File: config.mk
export PLATFORM = sky130hd
export DESIGN_NAME = decode_stage
export DESIGN_NICKNAME = d
export VERILOG_FILES = /design/src/rtl/decode_stage.sv
export SDC_FILE = /design/constraint.sdc
export NUM_CORES = 1
export LEC_CHECK = 0
export BUFFER_PORTS_ARGS = -buffer_cell sky130_fd_sc_hd__buf_2
export CAP_MARGIN = 20
export CELL_PAD_IN_SITES_DETAIL_PLACEMENT = 1
export CELL_PAD_IN_SITES_GLOBAL_PLACEMENT = 2
export CORE_MARGIN = 3
export CORE_UTILIZATION = 28
export DETAILED_ROUTE_END_ITERATION = 7
export GPL_TIMING_DRIVEN = 0
export PLACE_DENSITY = 0.83
export SLEW_MARGIN = 0
export SYNTH_ARGS = -nofsm -noshare
export SYNTH_HDL_FRONTEND = slang
export SYNTH_SLANG_ARGS = --single-unit
export TNS_END_PERCENT = 10
File: constraint.sdc
create_clock -name clock -period 6.05 [get_ports clock]
set_clock_uncertainty 0.05 [all_clocks]
set_input_delay 0.605 -clock clock [delete_from_list [all_inputs] [get_ports clock]]
set_output_delay 0.605 -clock clock [all_outputs]
set_load 0.1 [all_outputs]
File: src/rtl/decode_stage.sv
// Decode/operand-fetch stage and D/X pipeline register: regfile read addressing, writeback bypass,
// load-use hazard detection (one-cycle stall plus bubble). Latency one cycle F/D->D/X; stall is combinational.
module decode_stage #(
    parameter int              WIDTH = 32,
    parameter int              AW    = 5,
    parameter logic [WIDTH-1:0] NOP  = 32'd0
) (
    input  logic             clock,
    input  logic             reset,
    input  logic [WIDTH-1:0] fd_instruction,
    input  logic [WIDTH-1:0] fd_PC,
    input  logic             flush,
    output logic [AW-1:0]    ctrl_readRegA,
    output logic [AW-1:0]    ctrl_readRegB,
    input  logic [WIDTH-1:0] data_readRegA,
    input  logic [WIDTH-1:0] data_readRegB,
    input  logic             wb_writeEnable,
    input  logic [AW-1:0]    wb_ctrl_writeReg,
    input  logic [WIDTH-1:0] wb_result,
    output logic             stall,
    output logic [WIDTH-1:0] dx_instruction,
    output logic [WIDTH-1:0] dx_PC,
    output logic [WIDTH-1:0] dx_A,
    output logic [WIDTH-1:0] dx_B
);

    localparam logic [4:0] OP_RTYPE = 5'b00000;
    localparam logic [4:0] OP_BNE   = 5'b00010;
    localparam logic [4:0] OP_JR    = 5'b00100;
    localparam logic [4:0] OP_BLT   = 5'b00110;
    localparam logic [4:0] OP_SW    = 5'b00111;
    localparam logic [4:0] OP_LW    = 5'b01000;
    localparam logic [4:0] OP_BEX   = 5'b10110;
    localparam logic [AW-1:0] REG_STATUS = AW'(30);

    logic [4:0]    fd_op;
    logic [AW-1:0] fd_rd, fd_rs, fd_rt;
    logic [4:0]    dx_op;
    logic [AW-1:0] dx_rd;

    logic [AW-1:0] rd_addr_a, rd_addr_b;
    logic          a_used, b_used;
    logic [WIDTH-1:0] opnd_a, opnd_b;
    logic          hazard;

    logic [WIDTH-1:0] dx_instruction_q, dx_instruction_d;
    logic [WIDTH-1:0] dx_pc_q, dx_pc_d;
    logic [WIDTH-1:0] dx_a_q, dx_a_d;
    logic [WIDTH-1:0] dx_b_q, dx_b_d;

    assign fd_op = fd_instruction[31:27];
    assign fd_rd = fd_instruction[26:22];
    assign fd_rs = fd_instruction[21:17];
    assign fd_rt = fd_instruction[16:12];
    assign dx_op = dx_instruction_q[31:27];
    assign dx_rd = dx_instruction_q[26:22];

    // Source-slot mapping; a B slot tied to r0 is treated as unused for hazard purposes.
    always_comb begin
        rd_addr_a = fd_rs;
        rd_addr_b = '0;
        a_used    = 1'b1;
        b_used    = 1'b0;
        case (fd_op)
            OP_RTYPE: begin
                rd_addr_b = fd_rt;
                b_used    = 1'b1;
            end
            OP_SW: begin
                rd_addr_b = fd_rd;
                b_used    = 1'b1;
            end
            OP_BNE, OP_BLT: begin
                rd_addr_a = fd_rd;
                rd_addr_b = fd_rs;
                b_used    = 1'b1;
            end
            OP_JR:   rd_addr_a = fd_rd;
            OP_BEX:  rd_addr_a = REG_STATUS;
            default: ;
        endcase
    end

    assign ctrl_readRegA = rd_addr_a;
    assign ctrl_readRegB = rd_addr_b;

    // r0 reads as zero even if writeback targets it or the regfile returns junk.
    always_comb begin
        opnd_a = data_readRegA;
        if (rd_addr_a == '0)
            opnd_a = '0;
        else if (wb_writeEnable && (wb_ctrl_writeReg == rd_addr_a))
            opnd_a = wb_result;
    end

    always_comb begin
        opnd_b = data_readRegB;
        if (rd_addr_b == '0)
            opnd_b = '0;
        else if (wb_writeEnable && (wb_ctrl_writeReg == rd_addr_b))
            opnd_b = wb_result;
    end

    always_comb begin
        hazard = 1'b0;
        if ((dx_op == OP_LW) && (dx_rd != '0)) begin
            if (a_used && (rd_addr_a == dx_rd))
                hazard = 1'b1;
            if (b_used && (rd_addr_b == dx_rd))
                hazard = 1'b1;
        end
    end

    assign stall = hazard && !flush;

    always_comb begin
        dx_instruction_d = fd_instruction;
        dx_pc_d          = fd_PC;
        dx_a_d           = opnd_a;
        dx_b_d           = opnd_b;
        if (reset || flush) begin
            dx_instruction_d = NOP;
            dx_pc_d          = '0;
            dx_a_d           = '0;
            dx_b_d           = '0;
        end else if (stall) begin
            // Bubble keeps the PC so the held F/D instruction is traceable.
            dx_instruction_d = NOP;
            dx_a_d           = '0;
            dx_b_d           = '0;
        end
    end

    always_ff @(posedge clock) begin
        dx_instruction_q <= dx_instruction_d;
        dx_pc_q          <= dx_pc_d;
        dx_a_q           <= dx_a_d;
        dx_b_q           <= dx_b_d;
    end

    assign dx_instruction = dx_instruction_q;
    assign dx_PC          = dx_pc_q;
    assign dx_A           = dx_a_q;
    assign dx_B           = dx_b_q;

endmodule

==> impl_results.md, run 1 <==
* Final period util at 0.589
* Min-Delay Endpoint: dx_PC[24]
* Syn Nets at 642
* Hold path cells at 2
* Power density over the cells at 312 mW/mm^2
* Setup TNS at 0 ps
* Area Growth Syn to Fin at 45.1%
* Final min period at 3560 ps
* Post-CTS Hold Fix Bufs at 0
* Worst Min Path Start: fd_PC[24]
* Remaining antenna violation count at 0
* Outcome: completed
* Switching share of total power at 0.342
* Routability cong. at 0.811
* Max-cap violations at 0
* Placed cell count at 1,039
* Final std cells w/o fill at 1,071
* Synth Register Bits at 128
* Worst r2r dst: dx_B[11]
* Combinational power share at 0.214
* Worst-margin pin slew at 775 ps
* Synth Flop Type: dfxtp_1
* Data arrival, critical path at 2910 ps
* Reg2Reg Depth at 6
* Post-synth EDFFs at 0
* Pin count of the biggest net entering global routing at 17
* Pleak at 3.65 nW
* NetSw at 0.842 mW
* Min-Delay Path Class: in2reg
* Synth warn at 0
* Crit-path max FO at 9
* Gr ovfl total at 0
* Critical Path Source Type: primary input
* Clk buf depth at 2
* Vias post-DR at 4,852
* Commonest cells in the netlist: dfxtp_1, mux2i_1, nor3_2, and2_1, and3_1
* CTS tree: yes
* Clock group share of total power at 0.426
* Worst setup EP type: primary output
* Final HPWL DP at 15,400 um
* Number of antenna violations at the first check in global routing at 2
* Root Driver: clkbuf_16
* Final Hold Viols at 0
* Final setup vio count at 0
* IO Count at 308
* Number of setup buffers added after CTS at 0
* Residual DRC at 0
* Starting Density at 0.288
* Kind of critical path: in2out
* FMAX at 281 MHz
* Initial drt markers at 124
* Synth top area cells: dfxtp_1, mux2i_1, nor3_2, and2_1, and3_1
* Cell Int Power at 1.62 mW
* CTS clk-pin slew, worst paths at 60 ps
* Max_slew headroom at 0.479
* Post-layout nets at 967
* Crit Reg-Reg Startpoint: dx_instruction[28]
* Core area at 0.0189 mm^2
* Cell area after synthesis at 0.00544 mm^2
* Global-route wire length before repair at 30,200 um
* Number of core rows at 50
* Die Y at 145 um
* CTS resizes at 0
* Number of global-route vias before repair at 5,166
* Total wire length at 19,500 um
* Port Buffer Count at 306
* Syn_area_per_cell at 11.5 um^2
* Sequential Power Share at 0.360
* Post-Route Utilization at 0.418
* Die outline width at 145 um
* Reg2Reg Setup Slack at 3480 ps
* Yosys cell types at 63
* Die ar. at 0.0211 mm^2
* Drt pass-1 iters at 4
* Count leader, synth: dfxtp_1
* Layout cells sized above 1 at 0.556
* Maximum VDD drop at 0.178 mV
* Drt wl/cell at 18.2 um
* Via density at 4.53
* Required @ worst endpoint at 5390 ps
* Area share of the largest cell type after synthesis at 0.471
* RSZ-0062 raised after global routing: no
* Seq/Total Area, Yosys at 0.471
* ANT cells at 0
* Fin. max-slew vios at 0
* GRT Total Usage at 0.182
* Clk sinks at 128
* CTS Buf Count at 17
* Synth area leader: dfxtp_1
* Ys async rst share at 0
* Clk_lat worst skew at 410 ps
* Synthesized instance count at 473
* H-Tree Depth at 4
## worst max path at each step
| stage | start | cells after the start | to | slack (ps) |
|---|---|---|---|---|
| after detailed placement | fd_instruction[30] | 8 | stall | 2490 |
| after global placement | fd_instruction[30] | 8 | stall | 2520 |
| after floorplan | fd_instruction[28] | 7 | stall | 140 |
| final | fd_instruction[31] | 8 | stall | 2490 |
| after CTS | fd_instruction[30] | 8 | stall | 2480 |
| after global routing | fd_instruction[31] | 8 | stall | 2270 |
## area by class of cell
| cell class | instances | area (um^2) |
|---|---|---|
| fillers | 2239 | 11000 |
| multi-input cells | 302 | 2570 |
| flip-flops and latches | 128 | 2560 |
| repair buffers | 306 | 1530 |
| clock buffers | 17 | 425 |
| well taps | 260 | 325 |
| plain buffers | 29 | 254 |
| clock inverters | 15 | 170 |
| inverters | 14 | 52.6 |
## per-layer routing
metal  GRT usage  routed length [um]
met1       0.214                8030
met2       0.316                9630
met3      0.0626                1460
met4      0.0537                 337
met5           0                  27
## cell families (layout without fill, tap and decap cells)
kind of cell              Yosys count  count (layout)  synth area share
AOI/OAI and AO/OA                  41              41            0.0702
buffers and inverters              43             381            0.0564
muxes                              64              64             0.118
DFF                               128             128             0.471
xor gates and xnor gates            8               8            0.0129
and+or+nand+nor                   189             189             0.272
## layout by cell type, fill, tap and decap left out, types with 3 or more instances in the layout
master,netlist,final
or4_1,4,4
o21a_1,3,3
clkbuf_1,8,8
nand2_1,5,5
buf_2,3,309
and3_1,27,27
clkbuf_16,0,17
dfxtp_1,128,128
mux2i_1,64,64
inv_6,0,6
nor3_1,5,5
buf_8,6,6
nor3_2,62,62
clkinvlp_4,0,4
nor2_1,16,16
o211ai_1,3,3
o21ai_0,4,4
inv_1,14,14
and2_1,35,35
nand3_1,6,6
o22ai_1,3,3
xor2_1,6,6
buf_6,9,9
## per-stage QoR
| stage | setup WS [ps] | power, mW | cell area, um^2 | hold WS [ps] |
|---|---|---|---|---|
| floorplan | 140 | 1.30 | 5440 | 677 |
| global placement | 2520 | 1.43 | 7300 | 728 |
| detailed placement | 2490 | 1.43 | 7300 | 732 |
| CTS | 2480 | 2.50 | 7890 | 313 |
| global route | 2270 | 2.57 | 7890 | 309 |
| finish | 2490 | 2.46 | 7890 | 339 |
## critical path, cell delays in order
cell and delay (ps):
buf_2 170, nor3_4 390, o21ai_2 190, a2bb2oi_2 210, a2111oi_4 500, nand3_1 120
a21boi_0 230, buf_2 480
## power groups by stage
stage / sequential [mW] / clock (mW) / combinational [mW]
6_report: 0.885 / 1.05 / 0.525
3_5_place_dp: 0.904 / 0 / 0.530
3_3_place_gp: 0.903 / 0 / 0.527
4_1_cts: 0.885 / 1.09 / 0.531
2_1_floorplan: 1.14 / 0 / 0.156
5_1_grt: 0.888 / 1.13 / 0.553
## registers in the layout (all words and copies together), names as in the netlist
| register | flops |
|---|---|
| dx_A | 32 |
| dx_B | 32 |
| dx_PC | 32 |
| dx_instruction | 32 |
Power figures use the tool's default switching activity.
==> run 2: changes to the inputs <==
CORE_UTILIZATION = 23   (was 28)
PLACE_DENSITY = 0.73   (was 0.83)
clock period = 3.1 ns   (was 6.05 ns; I/O delays follow)
==> impl_results.md, run 2 (synthesized netlist as in run 1, its figures left out) <==
* H-Tree Depth at 4
* Final HPWL DP at 16,100 um
* Outcome: completed
* Post-layout nets at 967
* Residual DRC at 0
* Final setup vio count at 0
* Clk buf depth at 2
* Clk sinks at 128
* Reg2Reg Depth at 6
* Clk_lat worst skew at 410 ps
* Die ar. at 0.0255 mm^2
* Core area at 0.0229 mm^2
* IO Count at 308
* Final period util at 0.930
* Area Growth Syn to Fin at 47.8%
* Starting Density at 0.237
* Worst-margin pin slew at 807 ps
* Die Y at 160 um
* Critical Path Source Type: primary input
* Slowest stage delay, CP at 460 ps
* Global-route wire length before repair at 31,800 um
* Crit path depth at 8
* Die outline width at 160 um
* GRT Total Usage at 0.159
* Crit path buf inv count at 2
* Port Buffer Count at 306
* Drt pass-1 iters at 4
* Critical Path, Cell by Cell: buf_2 -> nor2_1 -> o211ai_2 -> a21oi_1 -> xor2_1 -> nand3_1 -> a21boi_4 -> clkbuf_4
* Gr ovfl total at 0
* Pleak at 3.70 nW
* Crit-path max FO at 5
* Tot Pwr at 4.99 mW
* Top delay family on crit path: compound AO/OA/AOI/OAI gates
* Worst setup EP type: primary output
* Required @ worst endpoint at 2740 ps
* Drt wl/cell at 18.4 um
* FMAX at 347 MHz
* Via density at 4.31
* Final min period at 2880 ps
* RSZ-0062 raised after global routing: no
* Post-Route Utilization at 0.351
* Maximum VDD drop at 0.287 mV
* Root Driver: clkbuf_16
* Fillers at 2,678
* Fin. max-slew vios at 0
* Kind of critical path: in2out
* ANT cells at 0
* Commonest non-fill, non-tap cells in the layout: buf_2, dfxtp_1, mux2i_1
* Layout cells sized above 1 at 0.560
* CTS Buf Count at 17
* Max-cap violations at 0
* Hold path cells at 2
* Number of core rows at 55
* Remaining antenna violation count at 0
* Vias post-DR at 4,844
* Routability cong. at 0.764
* Pin count of the biggest net entering global routing at 17
* Min-Delay Path Class: in2reg
* Max_slew headroom at 0.462
* Number of antenna violations at the first check in global routing at 0
* CTS clk-pin slew, worst paths at 70 ps
* Total wire length at 20,600 um
* Final Hold Viols at 0
* Power density over the cells at 620 mW/mm^2
* CTS tree: yes
* Number of setup buffers added after CTS at 0
* Initial drt markers at 155
* Number of global-route vias before repair at 5,173
* Data arrival, critical path at 2520 ps
* Slowest stage cell, crit path: a21oi_1
* Commonest non-fill, non-tap cell in the layout: buf_2
-- run 2: final timing paths --
kind,from,end,slack (ps)
hold / removal,fd_PC[8],dx_PC[8],40
setup reg to reg,dx_instruction[28],dx_A[0],620
hold reg to reg,dx_instruction[31],dx_instruction[0],800
setup / recovery,fd_instruction[30],stall,220
-- run 2: metal layers --
layer | up-vias | track usage | part of all wire
met4 | 0 | 0.0355 | 0.0092
met3 | 16 | 0.0475 | 0.064
li1 | 2339 | - | -
met5 | - | 0 | 0
met1 | 2302 | 0.192 | 0.42
met2 | 187 | 0.281 | 0.50
-- run 2: stage by stage --
step / area, um^2 / setup TNS (ps) / hold WS, ps / setup WS [ps] / instances
2_1_floorplan: 5470 / -38450 / 382 / -678 / 473
3_3_place_gp: 7390 / -61.5 / 460 / -19.4 / 1092
3_5_place_dp: 7390 / 0 / 464 / 7.26 / 1092
4_1_cts: 8030 / 0 / 13.8 / 91.8 / 1124
5_1_grt: 8040 / 0 / 11.5 / 93.2 / 1124
6_report: 8040 / 0 / 37.0 / 215 / 1124
-- run 2: power by group --
part           total [mW]  switching, mW  internal [mW]
Combinational        1.04          0.794          0.241
Clock                2.22          0.909           1.31
Sequential           1.73         0.0204           1.71
-- run 2: final cells by class --
class / count / area, um^2 / area share
plain buffers: 29 / 258 / 0.0321
clock buffers: 17 / 425 / 0.0529
clock inverters: 15 / 209 / 0.0260
inverters: 14 / 52.6 / 0.00654
multi-input cells: 302 / 2600 / 0.324
flip-flops and latches: 128 / 2560 / 0.319
well taps: 313 / 392 / 0.0487
repair buffers: 306 / 1530 / 0.191
-- run 2: repair_timing --
| action | CTS | global route |
|---|---|---|
| setup endpoints to repair | 1 | 1 |
| endpoints found under the hold margin | 0 | 0 |
| hold buffers | 0 | 0 |
| resized for setup | 1 | 1 |
-- run 2: worst register-to-register path, cell delays in order (launching register included) --
cell and delay, ps:
dfxtp_1 310, or4b_2 730, nor4_4 430, a41oi_4 320, nand2_8 240, buf_8 190
nor3_1 70
==> run 3: changes to the inputs <==
CELL_PAD_IN_SITES_DETAIL_PLACEMENT = unset   (was 1)
CELL_PAD_IN_SITES_GLOBAL_PLACEMENT = unset   (was 2)
CORE_UTILIZATION = 40   (was 23)
PLACE_DENSITY = 0.74   (was 0.73)
==> impl_results.md, run 3 (synthesized netlist as in run 1, its figures left out) <==
* Root Driver: clkbuf_16
* Area Growth Syn to Fin at 44.1%
* Final period util at 0.950
* Maximum VDD drop at 0.371 mV
* Cell Area, Placed at 0.00721 mm^2
* Final std cells w/o fill at 984
* Drt wl/cell at 17.4 um
* Number of core rows at 41
* Clk buf depth at 2
* Residual DRC at 0
* Kind of critical path: reg2out
* Post-layout nets at 967
* Remaining antenna violation count at 0
* Core area at 0.0130 mm^2
* Critical Path Source Type: register
* Reg2Reg Depth at 5
* Final Hold Viols at 0
* Final setup vio count at 0
* Global-route wire length before repair at 25,800 um
* Clk sinks at 128
* GRT Total Usage at 0.222
* Gr ovfl total at 0
* Post-CTS Hold Fix Bufs at 0
* Setup TNS at 0 ps
* Critical Path, Cell by Cell: a222oi_1 -> o22ai_1 -> a2111oi_4 -> nand3_1 -> a21boi_4 -> buf_2
* Final HPWL DP at 13,500 um
* Data arrival, critical path at 2580 ps
* Slowest stage delay, CP at 440 ps
* Pleak at 3.68 nW
* Hold_ws at 38.6 ps
* Worst-margin pin slew at 705 ps
* Drt pass-1 iters at 5
* IO Count at 308
* Via density at 4.90
* Fin. max-slew vios at 0
* Hold path cells at 2
* Commonest non-fill, non-tap cells in the layout: buf_2, dfxtp_1, mux2i_1
* Starting Density at 0.419
* Die outline width at 123 um
* Power density over the cells at 614 mW/mm^2
* Clk_lat worst skew at 420 ps
* Max-cap violations at 0
* Slowest stage cell, crit path: buf_2
* Final instance area at 0.00784 mm^2
* CTS clk-pin slew, worst paths at 60 ps
* Max_slew headroom at 0.530
* Port Buffer Count at 306
* Final min period at 2940 ps
* Commonest non-fill, non-tap cell in the layout: buf_2
* RSZ-0062 raised after global routing: no
* Outcome: completed
* Die Y at 123 um
* Placed cell count at 951
* Die ar. at 0.0150 mm^2
* Fillers at 1,106
* Number of antenna violations at the first check in global routing at 2
* CTS Buf Count at 17
* Min-Delay Path Class: in2reg
* Layout cells sized above 1 at 0.559
* Vias post-DR at 4,826
* FMAX at 340 MHz
* Routability cong. at 0.883
* Initial drt markers at 218
* Total wire length at 17,100 um
* Pin count of the biggest net entering global routing at 17
* CTS tree: yes
* Tot Pwr at 4.81 mW
* Crit-path max FO at 6
* Required @ worst endpoint at 2740 ps
* H-Tree Depth at 4
* Number of global-route vias before repair at 4,973
* Worst setup EP type: primary output
[run 3: report_power, final]
part / switching, mW / total, mW / internal [mW]
sequential: 0.0213 / 1.73 / 1.71
combinational: 0.782 / 1.02 / 0.241
clock: 0.780 / 2.06 / 1.28
[run 3: layer usage]
metal | vias up | global-route usage | share of wire
li1 | 2334 | - | -
met1 | 2237 | 0.244 | 0.38
met2 | 238 | 0.400 | 0.52
met3 | 17 | 0.0705 | 0.086
met4 | 0 | 0.0791 | 0.012
met5 | - | 0 | 0
[run 3: cell type report]
| class | instances | area, um^2 | share of cell area |
|---|---|---|---|
| antenna | 2 | 5.00 | 0.000639 |
| buffer | 29 | 258 | 0.0329 |
| clock buffer | 17 | 425 | 0.0543 |
| clock inverter | 14 | 181 | 0.0232 |
| inverter | 14 | 52.6 | 0.00671 |
| multi-input combinational | 302 | 2600 | 0.332 |
| sequential | 128 | 2560 | 0.327 |
| tap | 172 | 215 | 0.0275 |
| timing repair buffer | 306 | 1530 | 0.195 |
[run 3: final timing paths]
kind                       from                  to  slack, ps
max reg2reg  dx_instruction[28]  dx_instruction[11]        700
max          dx_instruction[26]               stall        160
min reg2reg  dx_instruction[31]   dx_instruction[1]        770
min                   fd_PC[14]           dx_PC[14]         40
[run 3: worst max-delay path, delay by kind of cell, from the launching register on]
kind            cells  cell delay, ps
flops               1             390
compound gates      4            1140
simple gates        1             190
buf+inv             1             440
[run 3: repair_timing]
item / CTS / global route
setup endpoints to repair: 0 / 1
gates resized for setup: 0 / 1
setup buffers: 0 / 0
[run 3: per-stage QoR]
step,utilization,worst slack [ps]
floorplan,-,-678
global placement,0.556,149
detailed placement,0.556,149
CTS,0.603,65.9
global route,0.604,30.6
finish,0.604,155
